===== src/rtl/ecall_ctrl_pkg.sv =====
// Shared definitions for the environment-call sequencer: FSM states and the
// syscall codes that the decoder and the bench also use.
package ecall_ctrl_pkg;

  typedef enum logic [2:0] {
    IDLE,
    DISPATCH,
    WAIT_CONF,
    WAIT_IN,
    WRITEBACK,
    RELEASE,
    HALT
  } state_t;

  localparam logic [31:0] SYS_PRINT_INT = 32'd1;
  localparam logic [31:0] SYS_READ_INT  = 32'd5;
  localparam logic [31:0] SYS_EXIT      = 32'd10;

  // States that keep fetch frozen regardless of the ecall flag.
  function automatic logic holds_pipeline(input state_t s);
    return (s == DISPATCH) || (s == WAIT_CONF) || (s == WAIT_IN) ||
           (s == WRITEBACK) || (s == HALT);
  endfunction

endpackage


===== src/rtl/ecall_ctrl_rise_edge.sv =====
// Rising-edge detector for a debounced button level: keeps the previous level
// and flags a fresh 0->1 transition in the current cycle.
module ecall_ctrl_rise_edge (
  input  logic clk,
  input  logic rst,
  input  logic i_level,
  output logic o_rise
);

  logic r_level_q;

  always_ff @(posedge clk) begin
    if (rst) r_level_q <= 1'b0;
    else     r_level_q <= i_level;
  end

  assign o_rise = i_level & ~r_level_q;

endmodule


===== src/rtl/ecall_ctrl.sv =====
// Environment-call sequencer: freezes fetch on an ecall and performs the
// print / read-switches / exit action selected by a7.
module ecall_ctrl
  import ecall_ctrl_pkg::*;
#(
  parameter int SW_W       = 16,
  parameter int PRINT_WAIT = 1
) (
  input  logic            clk,
  input  logic            rst,
  input  logic            ecall,
  input  logic [31:0]     a7,
  input  logic [31:0]     a0,
  input  logic [SW_W-1:0] sw_in,
  input  logic            confirm,
  output logic            stall,
  output logic            wb_en,
  output logic [31:0]     wb_data,
  output logic            io_out_valid,
  output logic [31:0]     io_out_data,
  output logic            halted
);

  state_t      r_state;
  state_t      w_next;
  logic [31:0] r_a7;
  logic [31:0] r_a0;
  logic [31:0] r_wb_data;
  logic [31:0] r_io_data;
  logic        r_io_valid;
  logic        w_cfg_edge;
  logic        w_accept;
  logic        w_print_go;
  logic        w_sw_take;
  logic [31:0] w_sw_ext;

  ecall_ctrl_rise_edge u_confirm_edge (
    .clk     (clk),
    .rst     (rst),
    .i_level (confirm),
    .o_rise  (w_cfg_edge)
  );

  assign w_accept   = (r_state == IDLE) && ecall;
  assign w_print_go = (r_state == DISPATCH) && (r_a7 == SYS_PRINT_INT);
  assign w_sw_take  = (r_state == WAIT_IN) && w_cfg_edge;
  assign w_sw_ext   = 32'(sw_in);

  always_ff @(posedge clk) begin
    if (rst) r_state <= IDLE;
    else     r_state <= w_next;
  end

  // Syscall operands are only meaningful once accepted, so they carry no reset.
  always_ff @(posedge clk) begin
    if (w_accept) begin
      r_a7 <= a7;
      r_a0 <= a0;
    end
  end

  always_ff @(posedge clk) begin
    if (rst) begin
      r_io_valid <= 1'b0;
      r_io_data  <= 32'd0;
      r_wb_data  <= 32'd0;
    end else begin
      r_io_valid <= w_print_go;
      if (w_print_go) r_io_data <= r_a0;
      if (w_sw_take)  r_wb_data <= w_sw_ext;
    end
  end

  always_comb begin
    w_next = r_state;
    case (r_state)
      IDLE: begin
        if (ecall) w_next = DISPATCH;
      end
      DISPATCH: begin
        case (r_a7)
          SYS_PRINT_INT: w_next = (PRINT_WAIT != 0) ? WAIT_CONF : RELEASE;
          SYS_READ_INT:  w_next = WAIT_IN;
          SYS_EXIT:      w_next = HALT;
          default:       w_next = RELEASE;
        endcase
      end
      WAIT_CONF: begin
        if (w_cfg_edge) w_next = RELEASE;
      end
      WAIT_IN: begin
        if (w_cfg_edge) w_next = WRITEBACK;
      end
      WRITEBACK: w_next = RELEASE;
      // One unstalled cycle lets the ecall retire; ecall is not looked at here.
      RELEASE:   w_next = IDLE;
      HALT:      w_next = HALT;
      default:   w_next = IDLE;
    endcase
  end

  always_comb begin
    stall  = 1'b0;
    wb_en  = 1'b0;
    halted = 1'b0;
    stall  = ((r_state == IDLE) && ecall) || holds_pipeline(r_state);
    wb_en  = (r_state == WRITEBACK);
    halted = (r_state == HALT);
  end

  assign wb_data      = r_wb_data;
  assign io_out_valid = r_io_valid;
  assign io_out_data  = r_io_data;

endmodule


===== config.mk =====
export PLATFORM = sky130hd
export DESIGN_NAME = ecall_ctrl
export DESIGN_NICKNAME = d
export VERILOG_FILES = /design/src/rtl/ecall_ctrl_pkg.sv /design/src/rtl/ecall_ctrl_rise_edge.sv /design/src/rtl/ecall_ctrl.sv
export SDC_FILE = /design/constraint.sdc
export NUM_CORES = 1
export LEC_CHECK = 0
export BUFFER_PORTS_ARGS = -buffer_cell sky130_fd_sc_hd__buf_2
export CAP_MARGIN = 25
export CORE_MARGIN = 5
export CORE_UTILIZATION = 50
export CTS_BUF_LIST = sky130_fd_sc_hd__clkbuf_4 sky130_fd_sc_hd__clkbuf_8
export DETAILED_ROUTE_END_ITERATION = 12
export HOLD_SLACK_MARGIN = 0.12
export PLACE_DENSITY = 0.87
export SLEW_MARGIN = 20
export SYNTH_ARGS = -nofsm -noshare
export SYNTH_HDL_FRONTEND = slang
export SYNTH_SLANG_ARGS = --single-unit

===== constraint.sdc =====
create_clock -name clk -period 12.06 [get_ports clk]
set_input_delay 1.809 -clock clk [delete_from_list [all_inputs] [get_ports clk]]
set_output_delay 1.809 -clock clk [all_outputs]
set_load 0.02 [all_outputs]

==> results of run 1 <==
[registers in the layout, indices dropped and copies added, names as in the netlist]
| signal | count |
|---|---|
| u_confirm_edge.r_level_q | 1 |
| r_state | 3 |
| r_a7 | 32 |
| r_a0 | 32 |
| wb_data | 16 |
| io_out_valid | 1 |
| io_out_data | 32 |
[cell usage after synthesis (all sizes together)]
library cell,instances
conb,1
nor4,9
nor4b,1
o21ai,1
a21oi,20
buf,20
a211oi,1
nor2b,1
edfxtp,64
or2,1
nor3b,1
clkbuf,14
nand3,1
o21a,1
inv,2
or3,1
nand2b,66
or4b,1
nand2,35
nand4,2
nor3,3
a22o,1
nor2,3
a31oi,1
dfxtp,53
xnor2,1
a2111oi,1
nand3b,1
o211ai,1
mux2i,32
or3b,1
[layout by cell type, fill, tap and decap left out, types with 4 or more instances in the layout]
master    count
clkbuf_8     17
nor4_4        6
a21oi_1      20
nand2b_1     66
inv_6         4
edfxtp_1     64
nand2_1      35
buf_2       134
buf_4         4
conb_1       16
mux2i_1      32
dfxtp_1      53
[power by group through the flow]
stage          sequential [mW]  combinational (mW)  clock, mW
2_1_floorplan            0.460              0.0324          0
3_3_place_gp             0.459              0.0447          0
3_5_place_dp             0.460              0.0465          0
4_1_cts                  0.451              0.0465      0.378
5_1_grt                  0.452              0.0501      0.399
6_report                 0.451              0.0458      0.367
[worst min path at each step]
stage | slack, ps | end | cells after the start | startpoint
detailed placement | 440 | wb_data[15] | 2 | wb_data[15]
global route | 480 | wb_data[11] | 2 | wb_data[11]
finish | 450 | wb_data[11] | 2 | wb_data[11]
CTS | 450 | wb_data[15] | 2 | wb_data[15]
global placement | 440 | wb_data[12] | 2 | wb_data[12]
floorplan | 490 | io_out_data[10] | 2 | r_a0[10]
[final cells by class]
cell class | instances | area [um^2] | share of cell area, %
inverters | 2 | 7.507 | 0.1338
well taps | 108 | 135.1 | 2.409
multi-input cells | 203 | 1368 | 24.38
diodes | 1 | 2.502 | 0.04461
clock inverters | 15 | 178.9 | 3.190
repair buffers | 138 | 700.7 | 12.49
clock buffers | 17 | 234.0 | 4.171
flip-flops and latches | 117 | 2983 | 53.18
[metrics by stage]
step	std cells	utilization [%]	worst slack, ps	area, um^2	hold slack [ps]
finish	601	64.01	7845	5609	452.5
global route	601	64.01	7812	5609	480.9
CTS	600	63.95	7849	5604	454.5
detailed placement	568	59.24	7856	5191	444.6
global placement	568	59.24	7859	5191	440.0
floorplan	356	-	3094	4563	490.6
[critical path, cell delays in order]
cell,delay [ps]
buf_2,100
nor4_1,260
a21oi_1,60
buf_2,180
[logic make-up (layout without fill, tap and decap cells)]
logic type,after synthesis,after routing,share of synthesized area (%)
mux,32,32,7.107
other cells,1,17,0.08321
buf+inv,36,172,4.858
compound gates,27,27,3.360
xor+xnor,1,1,0.1944
flops,117,117,66.19
simple gates,127,127,18.21
[routing by layer]
layer | GRT usage (%) | up-vias
met3 | 6.289 | 27
met1 | 16.85 | 1347
met4 | 8.858 | 2
met5 | 0 | -
li1 | - | 1431
met2 | 27.07 | 109
==> results.sh, run 1 <==
export IMPL_post_cts_resized=0
export IMPL_num_vias=2916
export IMPL_cts_buffers=17
export IMPL_status="completed"
export IMPL_r2r_start="r_a7[14]"
export IMPL_drc=0
export IMPL_wire_per_inst_um=14.38
export IMPL_postRouteAntennaNets=0
export IMPL_skew_ps=10.48
export IMPL_crit_path_start_kind="primary input"
export IMPL_max_freq_ghz=0.2372
export IMPL_gp_congestion=0.7676
export IMPL_grt_max_degree=86
export IMPL_rows=34
export IMPL_cp_end_kind="output port"
export IMPL_cellInternalPower_uw=666.9
export IMPL_fin_crit_sh_pct=34.95
export IMPL_nFillCells=685
export IMPL_reg2regPathDepth=5
export IMPL_routed_wl_um=8642
export IMPL_r2r_setup_slack_ps=9950
export IMPL_combPwrFrac_pct=5.3
export IMPL_path_max_fanout=2
export IMPL_maxCapViolCount=0
export IMPL_vdd_ir_drop_max_mv=0.09189
export IMPL_rsz0062_at_grt="false"
export IMPL_grtUsageTotal_pct=15.94
export IMPL_wl_met2_um=4400
export IMPL_coreArea_um2=8763
export IMPL_vias_per_cell=4.852
export IMPL_reg2reg_to="io_out_data[16]"
export IMPL_avgSynthCellArea_um2=13.22
export IMPL_powerDensity_nw_per_um2=154.0
export IMPL_ys_seq_elements=117
export IMPL_hold_class="register to register"
export IMPL_required_ps=10250
export IMPL_die_w_um=104.9
export IMPL_drtIter0Drc=129
export IMPL_grt_pass1_wl_um=13940
export IMPL_numPortBuffers=135
export IMPL_tns_ps=0
export IMPL_cp_arrival_ps=2410
export IMPL_wl_met3_um=663
export IMPL_p_leak_nw=2.226
export IMPL_grt_overflow=0
export IMPL_max_slew_margin_pct=45.81
export IMPL_seq_area_frac_synth_pct=66.19
export IMPL_die_area_um2=11010
export IMPL_drive_above_1_share_pct=36.59
export IMPL_highest_layer="met5"
export IMPL_setup_viol=0
export IMPL_h_tree_depth=4
export IMPL_grt_pass1_vias=2978
export IMPL_clockPowerShare_pct=42.5
export IMPL_root_buffer="clkbuf_8"
export IMPL_clkTransAtPathRegs_ps=70
export IMPL_cts_tree="yes"
export IMPL_ios=152
export IMPL_ys_warn_count=0
export IMPL_syn_inst=341
export IMPL_insertion_delay_ps=410
export IMPL_clock_path_buffers=2
export IMPL_synth_area_top_cells="edfxtp_1 43%, dfxtp_1 24%, nand2b_1 9.2%"
export IMPL_cts_setup_buffers=0
export IMPL_crit_start="ecall"
export IMPL_yosys_area_top_type="edfxtp_1"
export IMPL_hold_viol=0
export IMPL_yosysUniqueCellTypes=35
export IMPL_synth_cell_area_um2=4507
export IMPL_grt_antenna_before_repair=2
export IMPL_tightestPinTransition_ps=812.8
export IMPL_p_sw_uw=196.8
export IMPL_area_delta_synth_final_pct=24.46
export IMPL_maxSlewViolCount=0
export IMPL_start_util_pct=51.43
export IMPL_power_uw=863.7
export IMPL_holdBufCountCts=0
export IMPL_first_pass_iters=4
export IMPL_swShare_pct=22.79
export IMPL_seqPwrFrac_pct=52.2
export IMPL_crit_end="stall"
export IMPL_wl_met1_um=3285
export IMPL_clock_sinks=117
export IMPL_dp_hpwl_um=6072
export IMPL_die_height_um=104.9
export IMPL_layout_min_cycle_time_ps=4215
export IMPL_synth_top_area_share_pct=42.64
export IMPL_path_class="primary input to output port"
export IMPL_nets=563
(Power assumes the default switching activity.)
==> inputs of run 2 (changes only) <==
Clock period 12.06 ns to 4.21 ns, I/O delays scaled along.
==> run 2 against run 1 <==
Effect of this change: via count is essentially flat; non-clock buffer count grew 1; largest cell class unchanged; largest power group unchanged; clock skew is essentially flat; count of clock-buffer cells in the layout increased by 1; die area is the same; final cell count stayed put; setup slack worse by 5800 ps; flip-flop and latch count is the same; critical path type is now register to output port; final area increased by 0.87%; wire length increased by 1.3%; utilization rose by 0.56 points.
==> results.sh, run 2 (same netlist as run 1, synthesis figures left out) <==
export IMPL_holdBufCountCts=0
export IMPL_rows=34
export IMPL_start_util_pct=51.43
export IMPL_hold_class="primary input to register"
export IMPL_grt_pass1_wl_um=14180
export IMPL_cp_end_kind="output port"
export IMPL_die_height_um=104.9
export IMPL_multi_input_area_um2=1376
export IMPL_max_slew_margin_pct=56.83
export IMPL_cts_buffers=17
export IMPL_die_area_um2=11010
export IMPL_root_buffer="clkbuf_8"
export IMPL_crit_path_start_kind="register"
export IMPL_cp_arrival_ps=1560
export IMPL_grtUsageTotal_pct=16.29
export IMPL_layout_min_cycle_time_ps=2195
export IMPL_post_cts_resized=0
export IMPL_path_max_fanout=13
export IMPL_powerDensity_nw_per_um2=454.1
export IMPL_path_class="register to output port"
export IMPL_ios=152
export IMPL_insertion_delay_ps=420
export IMPL_hold_viol=0
export IMPL_first_pass_iters=4
export IMPL_clock_sinks=117
export IMPL_grt_overflow=0
export IMPL_crit_slowest_cell="dfxtp_1"
export IMPL_coreArea_um2=8763
export IMPL_antenna_cells=0
export IMPL_rsz0062_at_grt="false"
export IMPL_gp_congestion=0.7370
export IMPL_drive_above_1_share_pct=37.12
export IMPL_wire_per_inst_um=14.57
export IMPL_vias_per_cell=4.855
export IMPL_routed_wl_um=8756
export IMPL_grt_pass1_vias=2970
export IMPL_crit_buf_inv=2
export IMPL_grt_max_degree=86
export IMPL_cp_top_family="flip-flops"
export IMPL_holdWs_ps=384.6
export IMPL_nets=564
export IMPL_drc=0
export IMPL_final_common_cell="buf_2"
export IMPL_cp_cell_sequence="inv_1 > nor3_1 > buf_2"
export IMPL_drtIter0Drc=159
export IMPL_required_ps=3580
export IMPL_status="completed"
export IMPL_numPortBuffers=135
export IMPL_maxCapViolCount=0
export IMPL_clock_path_buffers=2
export IMPL_power_mw=2.569
export IMPL_cts_tree="yes"
export IMPL_p_leak_nw=2.258
export IMPL_skew_ps=10.58
export IMPL_num_vias=2918
export IMPL_tightestPinTransition_ps=647.6
export IMPL_vdd_ir_drop_max_mv=0.3406
export IMPL_grt_antenna_before_repair=0
export IMPL_setup_viol=0
export IMPL_h_tree_depth=4
export IMPL_postRouteAntennaNets=0
export IMPL_seq_area_um2=2983
export IMPL_cts_setup_buffers=0
export IMPL_maxSlewViolCount=0
export IMPL_critPathMaxStageDelay_ps=600
export IMPL_fin_crit_sh_pct=52.13
export IMPL_tns_ps=0
export IMPL_most_common_layout_cells="134 x buf_2, 66 x nand2b_1, 64 x edfxtp_1"
export IMPL_die_w_um=104.9
export IMPL_area_delta_synth_final_pct=25.54
export IMPL_nFillCells=681
export IMPL_dp_hpwl_um=6035
export IMPL_clkTransAtPathRegs_ps=80
export IMPL_max_freq_ghz=0.4557
[run 2: path summary, 6_finish.rpt]
check,startpoint,to,slack [ps],cells past startpoint
worst min-delay path,a0[17],r_a0[17],380,1
worst max register to register,r_a7[14],io_out_data[6],2120,5
worst max-delay path,r_state[2],halted,2020,3
worst min register to register,wb_data[0],wb_data[0],460,2
[run 2: routing by layer]
layer	up-vias	share of wire (%)	global-route usage, %
met5	-	0	0
li1	1430	-	-
met4	0	2.0	6.758
met1	1370	39	17.95
met2	103	52	28.33
met3	15	6.6	5.919
[run 2: power breakdown]
part           internal (mW)  switching, mW
Sequential              1.26         0.0275
Combinational         0.0577         0.0772
Clock                  0.668          0.474
Total                   1.99          0.579
[run 2: metrics by stage]
step           cell area, um^2  worst slack, ps  instances  utilization (%)
2_1_floorplan             4578             1060        356                -
3_3_place_gp              5207             2171        569            59.42
3_5_place_dp              5207             2096        569            59.42
4_1_cts                   5655             2012        601            64.53
5_1_grt                   5658             1880        601            64.56
6_report                  5658             2015        601            64.56
[run 2: final cells by class]
cell class / count / area share [%]
Clock buffer: 18 / 4.379
Clock inverter: 14 / 3.538
Inverter: 2 / 0.1327
Multi-Input combinational cell: 203 / 24.33
Sequential cell: 117 / 52.72
Tap cell: 108 / 2.388
Timing Repair Buffer: 139 / 12.52
